<file path="src/rtl/tag_alloc_if.sv">
// Allocation/release handshake bundle for tag_alloc.
// The allocator side uses the slave modport; the consumer/return path uses master.
interface tag_alloc_if #(
  parameter int W = 32
);
  localparam int LW = $clog2(W);

  logic          alloc_vld_o;
  logic [LW-1:0] alloc_tag_o;
  logic          alloc_rdy_i;
  logic          free_vld_i;
  logic [LW-1:0] free_tag_i;

  modport slave (
    output alloc_vld_o,
    output alloc_tag_o,
    input  alloc_rdy_i,
    input  free_vld_i,
    input  free_tag_i
  );

  modport master (
    input  alloc_vld_o,
    input  alloc_tag_o,
    output alloc_rdy_i,
    output free_vld_i,
    output free_tag_i
  );
endinterface

</file>
<file path="src/rtl/tag_alloc.sv">
// Circular tag allocator: hands out free tags in descending round-robin order
// from an occupancy vector, keeping one pre-reserved tag in an output stage.
module tag_alloc #(
  parameter int W       = 32,
  parameter int RADIX_N = 4
) (
  input  logic                clk,
  input  logic                arst_n,
  tag_alloc_if.slave          bus,
  output logic [W-1:0]        busy_o,
  output logic [$clog2(W):0]  cnt_o,
  output logic                full_o,
  output logic                err_o
);
  localparam int LW = $clog2(W);

  function automatic int clogRadix(input int n, input int r);
    int l;
    int p;
    l = 0;
    p = 1;
    while (p < n) begin
      p = p * r;
      l = l + 1;
    end
    return l;
  endfunction

  localparam int LEVELS = clogRadix(W, RADIX_N);

  // Radix-N reduction tree returning {any, index of the highest set bit}.
  function automatic logic [LW:0] leftMostOne(input logic [W-1:0] v);
    logic [W-1:0]  anyV;
    logic [LW-1:0] idxV [W];
    logic [W-1:0]  nAny;
    logic [LW-1:0] nIdx [W];
    anyV = v;
    for (int i = 0; i < W; i++) begin
      idxV[i] = LW'(i);
    end
    for (int lvl = 0; lvl < LEVELS; lvl++) begin
      nAny = '0;
      for (int i = 0; i < W; i++) begin
        nIdx[i] = '0;
      end
      for (int k = 0; k < W; k++) begin
        if (anyV[k]) begin
          nAny[k / RADIX_N] = 1'b1;
          nIdx[k / RADIX_N] = idxV[k];
        end
      end
      anyV = nAny;
      for (int i = 0; i < W; i++) begin
        idxV[i] = nIdx[i];
      end
    end
    return {anyV[0], idxV[0]};
  endfunction

  logic [W-1:0]  r_busy;
  logic          r_stgVld;
  logic [LW-1:0] r_stgTag;
  logic [LW-1:0] r_ptr;
  logic          r_err;

  logic [W-1:0]  w_free;
  logic [W-1:0]  w_mask;
  logic [LW:0]   w_loRes;
  logic [LW:0]   w_allRes;
  logic          w_any;
  logic [LW-1:0] w_enc;
  logic          w_take;
  logic          w_fill;
  logic          w_freeLegal;
  logic [W-1:0]  w_busyNxt;
  logic [LW:0]   w_pop;

  // Bits strictly below the pointer are searched first; otherwise wrap to the top.
  always_comb begin
    w_mask = '0;
    for (int i = 0; i < W; i++) begin
      w_mask[i] = (LW'(i) < r_ptr);
    end
  end

  assign w_free   = ~r_busy;
  assign w_loRes  = leftMostOne(w_free & w_mask);
  assign w_allRes = leftMostOne(w_free);
  assign w_any    = w_allRes[LW];
  assign w_enc    = w_loRes[LW] ? w_loRes[LW-1:0] : w_allRes[LW-1:0];

  assign w_take      = r_stgVld & bus.alloc_rdy_i;
  assign w_fill      = ~r_stgVld | w_take;
  assign w_freeLegal = bus.free_vld_i & r_busy[bus.free_tag_i]
                       & ~(r_stgVld & (r_stgTag == bus.free_tag_i));

  always_comb begin
    w_busyNxt = r_busy;
    if (w_freeLegal) begin
      w_busyNxt[bus.free_tag_i] = 1'b0;
    end
    if (w_fill & w_any) begin
      w_busyNxt[w_enc] = 1'b1;
    end
  end

  always_ff @(posedge clk or negedge arst_n) begin
    if (!arst_n) begin
      r_busy   <= '0;
      r_stgVld <= 1'b0;
      r_stgTag <= '0;
      r_ptr    <= '0;
      r_err    <= 1'b0;
    end else begin
      r_busy <= w_busyNxt;
      if (w_fill) begin
        r_stgVld <= w_any;
        if (w_any) begin
          r_stgTag <= w_enc;
          r_ptr    <= w_enc;
        end
      end
      if (bus.free_vld_i & ~w_freeLegal) begin
        r_err <= 1'b1;
      end
    end
  end

  always_comb begin
    w_pop = '0;
    for (int i = 0; i < W; i++) begin
      w_pop = w_pop + (LW+1)'(r_busy[i]);
    end
  end

  assign bus.alloc_vld_o = r_stgVld;
  assign bus.alloc_tag_o = r_stgTag;
  assign busy_o          = r_busy;
  assign cnt_o           = w_pop - (LW+1)'(r_stgVld);
  assign full_o          = (cnt_o == (LW+1)'(W));
  assign err_o           = r_err;
endmodule

</file>
<file path="src/flat_wrapper.sv">
// flat-port wrapper written by rule: the top's interface ports become plain ports
module tag_alloc_flat 
#(
  parameter int W       = 32,
  parameter int RADIX_N = 4
)
  (clk, arst_n, busy_o, cnt_o, full_o, err_o, bus_alloc_vld_o, bus_alloc_tag_o, bus_alloc_rdy_i, bus_free_vld_i, bus_free_tag_i);
  tag_alloc_if #(.W(W)) bus_i ();
  input  logic clk;
  input  logic arst_n;
  output logic [W-1:0] busy_o;
  output logic [$clog2(W):0] cnt_o;
  output logic full_o;
  output logic err_o;
  output wire logic [$bits(bus_i.alloc_vld_o)-1:0] bus_alloc_vld_o;
  output wire logic [$bits(bus_i.alloc_tag_o)-1:0] bus_alloc_tag_o;
  input wire logic [$bits(bus_i.alloc_rdy_i)-1:0] bus_alloc_rdy_i;
  input wire logic [$bits(bus_i.free_vld_i)-1:0] bus_free_vld_i;
  input wire logic [$bits(bus_i.free_tag_i)-1:0] bus_free_tag_i;
  assign bus_alloc_vld_o = bus_i.alloc_vld_o;
  assign bus_alloc_tag_o = bus_i.alloc_tag_o;
  assign bus_i.alloc_rdy_i = bus_alloc_rdy_i;
  assign bus_i.free_vld_i = bus_free_vld_i;
  assign bus_i.free_tag_i = bus_free_tag_i;
  tag_alloc #(.W(W), .RADIX_N(RADIX_N)) u_core (.clk(clk), .arst_n(arst_n), .bus(bus_i), .busy_o(busy_o), .cnt_o(cnt_o), .full_o(full_o), .err_o(err_o));
endmodule
</file>
<file path="config.mk">
export PLATFORM = sky130hd
export DESIGN_NAME = tag_alloc_flat
export DESIGN_NICKNAME = d
export VERILOG_FILES = /design/src/rtl/tag_alloc_if.sv /design/src/rtl/tag_alloc.sv /design/src/flat_wrapper.sv
export SDC_FILE = /design/constraint.sdc
export NUM_CORES = 1
export LEC_CHECK = 0
export CORE_MARGIN = 3
export CORE_UTILIZATION = 45
export DETAILED_ROUTE_END_ITERATION = 10
export HOLD_SLACK_MARGIN = 0.1
export PLACE_DENSITY = 0.67
export SYNTH_ARGS = -nofsm -noshare
export SYNTH_HDL_FRONTEND = slang
export SYNTH_SLANG_ARGS = --single-unit
</file>
<file path="constraint.sdc">
create_clock -name clk -period 18.4 [get_ports clk]
set_clock_uncertainty 0.2 [all_clocks]
set_input_delay 4.6 -clock clk [delete_from_list [all_inputs] [get_ports clk]]
set_output_delay 4.6 -clock clk [all_outputs]
set_load 0.02 [all_outputs]
</file>
### Word level (Yosys, flattened, before mapping)

Cells that the tools add are included.

* add/subtract/negate cells: 32
* order comparisons: 36
* equal/unequal tests: 2
* muxes and demuxes: 175
* bitwise logic cells: 15
* reductions and logical operators: 3

Operators with widths (number)
* $mux 5: 43
* $add 6x1->6: 30
* $mux 1: 89
* $mux 4: 22
* $lt 5x5->1 const A: 16
* $and 32x32->32: 2
* $mux 32: 2
* $not 32->32: 2
* $lt 4x5->1 const A: 8
* $or 32x32->32: 1
* $mux 3: 10
* $lt 3x5->1 const A: 4
* $lt 5x6->1 const B: 2
* $mux 2: 6
* $demux 1 s5: 2
* $ge 5x1->1 const B: 2
* $lt 1x5->1 const A: 2
* $lt 2x5->1 const A: 2
* $and 1x1->1: 6
* $eq 6x6->1 const B: 1
* $sub 6x1->6: 1
* $bmux 1 s5: 1
* $eq 5x5->1: 1
* $not 1->1: 3
* 4 further kinds: 5

* flip-flop bits (word level): 39
* output and inout port bits: 46
* word-level logic and storage cells: 267

### Depth between registers and ports, before layout

Gate-level depths: netlist of the first run.

* depth after elaboration: 33
* depth in mapped cells: 18
* depth with buffers taken out: 17

### Worst setup path after synthesis of the first run

No wires, ideal clock.

* path type: register to output
* start: register u_core.r_busy[6], in the netlist u_core.busy_o[6]
* end: output port full_o
* arrival: 5366 ps
* setup slack: 8234 ps
* cell stages (with the launch flop): 16
* path buffers: 0
* cells stage by stage: dfrtp_1 inv_1 fa_1 fa_1 fa_1 fa_1 fa_1 fa_1 fa_1 fa_1 inv_1 a21o_1 a21oi_1 xnor2_1 nor2_1 and3_1

* cells in the longest elaborated chain, start to end: 28

Ends and longest elaborated chain
* start, declared: line tag_alloc.sv:60 `logic [W-1:0] r_busy;`
* start signal, assigned: line tag_alloc.sv:115 `r_busy <= w_busyNxt;`
* $add 6x1->6 (26 in a row): line tag_alloc.sv:132 `w_pop = w_pop + (LW+1)'(r_busy[i]);`
* $sub 6x1->6: line tag_alloc.sv:139 `assign cnt_o = w_pop - (LW+1)'(r_stgVld);`
* named net cnt_o[4]: line flat_wrapper.sv:12 `output logic [$clog2(W):0] cnt_o;`
* $eq 6x6->1: line tag_alloc.sv:140 `assign full_o = (cnt_o == (LW+1)'(W));`
* end, declared: line flat_wrapper.sv:13 `output logic full_o;`

The timed path passes the listed nets, and every way through them passes these cells.

### Worst setup path after layout of the first run

* start: register u_core.r_busy[10], in the netlist u_core.busy_o[10]
* end: output port full_o

* cells in the longest elaborated chain, start to end: 24

Ends and longest elaborated chain (line)
* $add 6x1->6 (22 in a row): tag_alloc.sv:132
* $sub 6x1->6: tag_alloc.sv:139
* $eq 6x6->1: tag_alloc.sv:140

No other way between the ends.

==> results of run 1 <==
## per-stage QoR
stage	utilization (%)	instances
detailed placement	52.6	650
global placement	52.6	650
global route	53.6	658
finish	53.6	658
floorplan	-	490
CTS	53.6	658
## worst max-delay path, stage by stage, from the launching register on
cell             delay, ns
dfrtp_1               0.53
fa_1                  0.60
inv_1                 0.05
fa_1                  0.49
fa_1                  0.43
fa_1                  0.49
fa_1                  0.54
fa_1                  0.44
fa_1                  0.44
fa_1                  0.41
inv_1                 0.07
a21o_1                0.10
a21oi_1               0.07
xnor2_1               0.14
nor2_1                0.10
and3_1                0.15
clkdlybuf4s50_1       0.60
## how the worst max path moves through the flow
stage	from	end	slack, ns
global placement	u_core.busy_o[8]	full_o	8.02
detailed placement	u_core.busy_o[16]	full_o	7.95
floorplan	u_core.busy_o[6]	full_o	8.23
global route	u_core.busy_o[6]	full_o	7.33
finish	u_core.busy_o[10]	full_o	7.63
CTS	u_core.busy_o[16]	full_o	7.61
## state kept, by name (all words and copies together) (netlist names)
name                    cells
u_core.bus.alloc_vld_o      1
u_core.err_o                1
u_core.busy_o              32
u_core.bus.alloc_tag_o      5
## routing by layer
metal	vias to the layer above	wire length [µm]	part of all wire, %	track usage, %
li1	1903	-	-	-
met1	2113	6120	44	38.9
met2	273	6450	46	40.3
met3	25	1190	8.5	3.17
met4	0	262	1.9	7.03
met5	-	0	0	0
## area by class of cell
type | count | share of cell area, %
Multi-Input combinational cell | 366 | 59.7
Sequential cell | 39 | 19.6
Timing Repair Buffer | 57 | 11.2
Inverter | 59 | 4.45
Tap cell | 129 | 3.25
Clock buffer | 5 | 1.38
Clock inverter | 3 | 0.403
## cells in the final DEF, fill, tap and decap left out, types with 5 or more instances in the layout
master | Yosys | routed
o21ai_0 | 48 | 48
a211oi_1 | 7 | 7
nand3b_1 | 10 | 10
xor2_1 | 5 | 5
mux4_2 | 8 | 8
a21o_1 | 8 | 8
clkbuf_8 | 0 | 5
o31ai_1 | 35 | 35
fa_1 | 25 | 25
dfrtp_1 | 39 | 39
nand3_1 | 9 | 9
nor2_1 | 20 | 20
nand2_1 | 26 | 26
inv_1 | 59 | 59
a21oi_1 | 14 | 14
nand4_1 | 8 | 8
clkdlybuf4s50_1 | 0 | 53
nand2b_1 | 10 | 10
a31oi_1 | 5 | 5
ha_1 | 11 | 11
nor3_1 | 10 | 10
and3_1 | 8 | 8
## kinds of logic after synthesis
logic type,count (synthesis)
XOR/XNOR,9
flip-flops,39
buffers and inverters,85
AND/OR/NAND/NOR,138
multiplexers,9
adder cells (fa/ha/maj),36
AO/OA/AOI/OAI,174
==> results.md, run 1 <==
- Combinational family with the most area after synthesis: compound AO/OA/AOI/OAI gates
- Ys Warns: 0
- Worst skew pair latency: about 0.3 ns
- Max Cap Viol: 0
- Clk root buf: clkbuf_8
- Initial DRC count: 421
- CTS tree: done
- CTS sink cnt: 39
- Hold Path Depth: 1
- Pin count of the biggest net entering global routing: 40
- Share of the synthesized area in the top cell type: between 20% and 30%
- Final setup violating endpoints: 0
- Synth unique cells: between 70 and 80
- I/O pin cnt: 55
- Slew @ Worst Pin: roughly 1.1 ns
- Synth Cell Area: 0.00432 mm²
- RSZ-0062 raised after global routing: no
- Reg clk slew, reported paths: 0.08 ns
- Synth Flop Type: dfrtp_1
- Total track usage: between 20% and 30%
- Status: finished, final reports clean
- Global-route wire length before repair: 22.9 mm
- Clk buf depth: 2
- Avg Cell Area, Syn: between 8 and 9 µm²
- Syn nets: approximately 540
- GPL Wtd Cong: approximately 0.95
- FF-to-FF path depth: 7
- Layout cell share with drive strength beyond 1: ~7.6%
- Resize count post-CTS: 0
- Synth-to-Final Area Change: 15.1%
- Initial Util: 46.5%
- R2R Setup Slk: about 15 ns
- Crit Path Max Fanout: 10
- Sequential share of the synthesized area: 22.6%
- Post-synthesis mux area share: 4.43%
- Vias in the first global route: a little over 4000
- Routed WL per cell: ~21 µm
- Final ANT Viol Nets: 0
- Grt ovf: 0
- Tcrit/Tclk final: slightly below 60%
- Cell taking the most area after synthesis: dfrtp_1
- ANT cells: 0
- Adder-cell share of the synthesized area: 14.8%
- Die ar.: ~0.011 mm²
- Filler Cells Inserted: just over 900
- Post-synth ARST share: between 90% and 100%
- EDFF count, synth: 0
- Synth Area in Simple Gates: roughly a fifth
- Fin. Hold Viols: 0
- Area contributors post-synth: dfrtp_1 (23%), fa_1 (12%), o31ai_1 (6.1%), o21ai_0 (5.6%), inv_1 (5.1%)
- Setup TNS Final: 0 ns
- Cell Rows: 35
- Die width: around 100 µm
- Via-to-Cell Ratio: around 6.6
- Crit end category: output port
- Place WS: between 7 and 8 ns
- Synth top cells by count: inv_1 (59), o21ai_0 (48), dfrtp_1 (39)
- RR Endpoint: u_core.busy_o[12]
- DRC: 0
- Top-count cell post-synth: inv_1
- DR pass1 iterations: 5
- Layout Nets: approximately 570
- Min cycle time layout: about 11 ns
- CP Class: flop to output port
- Worst hold slack: roughly 0.30 ns
- Via count: about 4300
- CP Data Required Time: 13.60 ns
- CTS Hold Bufs: 0
- Worst EP arrival: slightly below 6 ns
- Post-Route WL: 14.0 mm
- Seq. cell area: 976 µm²
- Worst setup SP type: flop
- Fmax: slightly above 90 MHz
- Post-synthesis compound-gate area fraction: 28.5%
- Total CTS buffers: 5
- Port-buffer cells: 54
- Antenna violations before repair: 0
- Post-route cell area: 0.00497 mm²
- DP Wirelength: slightly above 10 mm
- Hold Path End: u_core.err_o
- HP Class: flop to flop
- Post-CTS setup buffer count: 0
- Post-DP Area: between 0.004 and 0.005 mm²
- H-tree level count: 2
- Core area: 0.00928 mm²
- Post-Synth XOR/XNOR Area: 1.83%
- Min-delay src: u_core.err_o
- Synth Instances: just under 500
- Multi-input logic area: 0.00297 mm²
- Setup slack after layout: between 7 and 8 ns
- RR Startpoint: u_core.bus.alloc_tag_o[0]
- Max Slew Vio Count: 0
- Relative slew slack: between 20% and 30%
- Number of synthesized register bits: 39
- Die Y: between 100 and 150 µm
Power of run 1 is not shown: default switching activity piles up to over one toggle a cycle in this logic, so the estimate is an artifact.
==> inputs of run 2 (changes only) <==
Settings changed: PLACE_DENSITY 0.67 to 0.7.
Clock period 18.4 ns to 8.95 ns, I/O delays scaled along.
==> run 2 against run 1 <==
Compared with the run above: via count grew 1.1%; hold slack worse by 0.0053 ns; flip-flop and latch count unchanged; final cell count increased by 1.2%; routed wire length grew 5.4%; core utilization increased by 0.96 points; critical path type unchanged; critical path depth stayed put; count of clock-buffer cells in the layout up 1; design area is 1.8% higher; register-to-register slack lost 9.2 ns; largest cell class unchanged; worst setup slack worse by 7.1 ns.
==> results.md, run 2 (synthesized netlist as in run 1, its figures left out) <==
- Crit end category: output port
- Status: finished, final reports clean
- Die ar.: about 0.011 mm²
- H-tree level count: 2
- CTS Hold Bufs: 0
- Total track usage: 27.1%
- Slew @ Worst Pin: slightly below 0.9 ns
- I/O pin cnt: between 50 and 60
- Die width: roughly 100 µm
- CP Class: flop to output port
- Worst EP arrival: around 6.0 ns
- Total CTS buffers: 5
- Most common cell after layout, fill and taps aside: inv_1
- Initial DRC count: 472
- Via-to-Cell Ratio: ~6.5
- Largest register FFs: 32
- Final ANT Viol Nets: 0
- Clk root buf: clkbuf_8
- Max Cap Viol: 0
- Worst setup SP type: flop
- Layout cell share with drive strength beyond 1: 8.94%
- Resize count post-CTS: 0
- HP Class: flop to flop
- Max Slew Vio Count: 0
- Post-CTS setup buffer count: 0
- Die Y: 104 µm
- Cell Rows: 35
- ANT cells: 0
- Vias in the first global route: ~4200
- Relative slew slack: around two fifths
- Fmax: roughly 120 MHz
- CP Data Required Time: around 6.5 ns
- Pin count of the biggest net entering global routing: 40
- RSZ-0062 raised after global routing: no
- CTS tree: done
- Initial Util: ~47%
- Final setup violating endpoints: 0
- GPL Wtd Cong: just under 1
- Port-buffer cells: 54
- Worst skew pair latency: 0.29 ns
- Setup TNS Final: 0 ns
- Fin. Hold Viols: 0
- DRC: 0
- Antenna violations before repair: 0
- Post-Route WL: approximately 15 mm
- Tcrit/Tclk final: between 90% and 100%
- Via count: 4361
- Layout Nets: 581
- Commonest non-fill, non-tap cells in the layout: inv_1 (59), clkdlybuf4s50_1 (53), o21ai_0 (48), dfrtp_1 (39), o31ai_1 (35)
- Grt ovf: 0
- CTS sink cnt: 39
- Reg clk slew, reported paths: around 0.08 ns
- Core area: between 0.009 and 0.01 mm²
- Min cycle time layout: 8.42 ns
- Routed WL per cell: 22.2 µm
- Clk buf depth: 2
- Synth-to-Final Area Change: 17.2%
- Crit Path Max Fanout: 10
- DR pass1 iterations: 5
- Global-route wire length before repair: ~24 mm
- DP Wirelength: roughly 11 mm
[run 2: routing by layer]
| metal | global-route usage, % | up-vias | routed length (µm) |
|---|---|---|---|
| met2 | 42.2 | 274 | 6880 |
| met1 | 39.0 | 2134 | 6190 |
| met5 | 0 | - | 0 |
| li1 | - | 1915 | - |
| met4 | 9.02 | 0 | 344 |
| met3 | 3.29 | 38 | 1360 |
[run 2: worst max-delay path, cell delays in order, from the launching register on]
cell and delay [ns]:
dfrtp_1 0.54, inv_1 0.13, fa_1 0.54, fa_1 0.44, fa_1 0.54, fa_1 0.44
fa_1 0.53, fa_1 0.44, fa_1 0.44, fa_1 0.41, inv_1 0.07, a21o_1 0.11
a21oi_1 0.07, xnor2_1 0.15, nor2_1 0.10, and3_1 0.16, clkdlybuf4s50_1 0.60
[run 2: final timing paths]
check,endpoint,slack (ns),from,depth (start not counted)
setup / recovery,full_o,0.53,u_core.busy_o[8],16
max in group asynchronous,u_core.busy_o[10],6.13,arst_n,1
hold reg to reg,u_core.err_o,0.29,u_core.err_o,1
hold / removal,u_core.err_o,0.29,u_core.err_o,1
setup reg to reg,u_core.busy_o[20],5.39,u_core.bus.alloc_tag_o[0],8
min in group asynchronous,u_core.bus.alloc_tag_o[0],1.86,arst_n,1
[run 2: through the flow]
stage / hold slack [ns] / setup WS [ns] / util, % / instances / instance area [µm²]
floorplan: 0.392 / 1.15 / - / 490 / 4320
global placement: 0.268 / 0.938 / 53.2 / 658 / 4940
detailed placement: 0.261 / 0.838 / 53.2 / 658 / 4940
CTS: 0.291 / 0.498 / 54.5 / 666 / 5060
global route: 0.318 / 0.264 / 54.5 / 666 / 5060
finish: 0.294 / 0.530 / 54.5 / 666 / 5060
[run 2: final cells by class]
cell class | instances | area (µm²)
well taps | 129 | 161
repair buffers | 65 | 618
clock inverters | 2 | 35.0
fillers | 904 | 4220
flip-flops and latches | 39 | 976
inverters | 59 | 221
clock buffers | 6 | 82.6
multi-input cells | 366 | 2970
Power of run 2 is left out for the same reason.
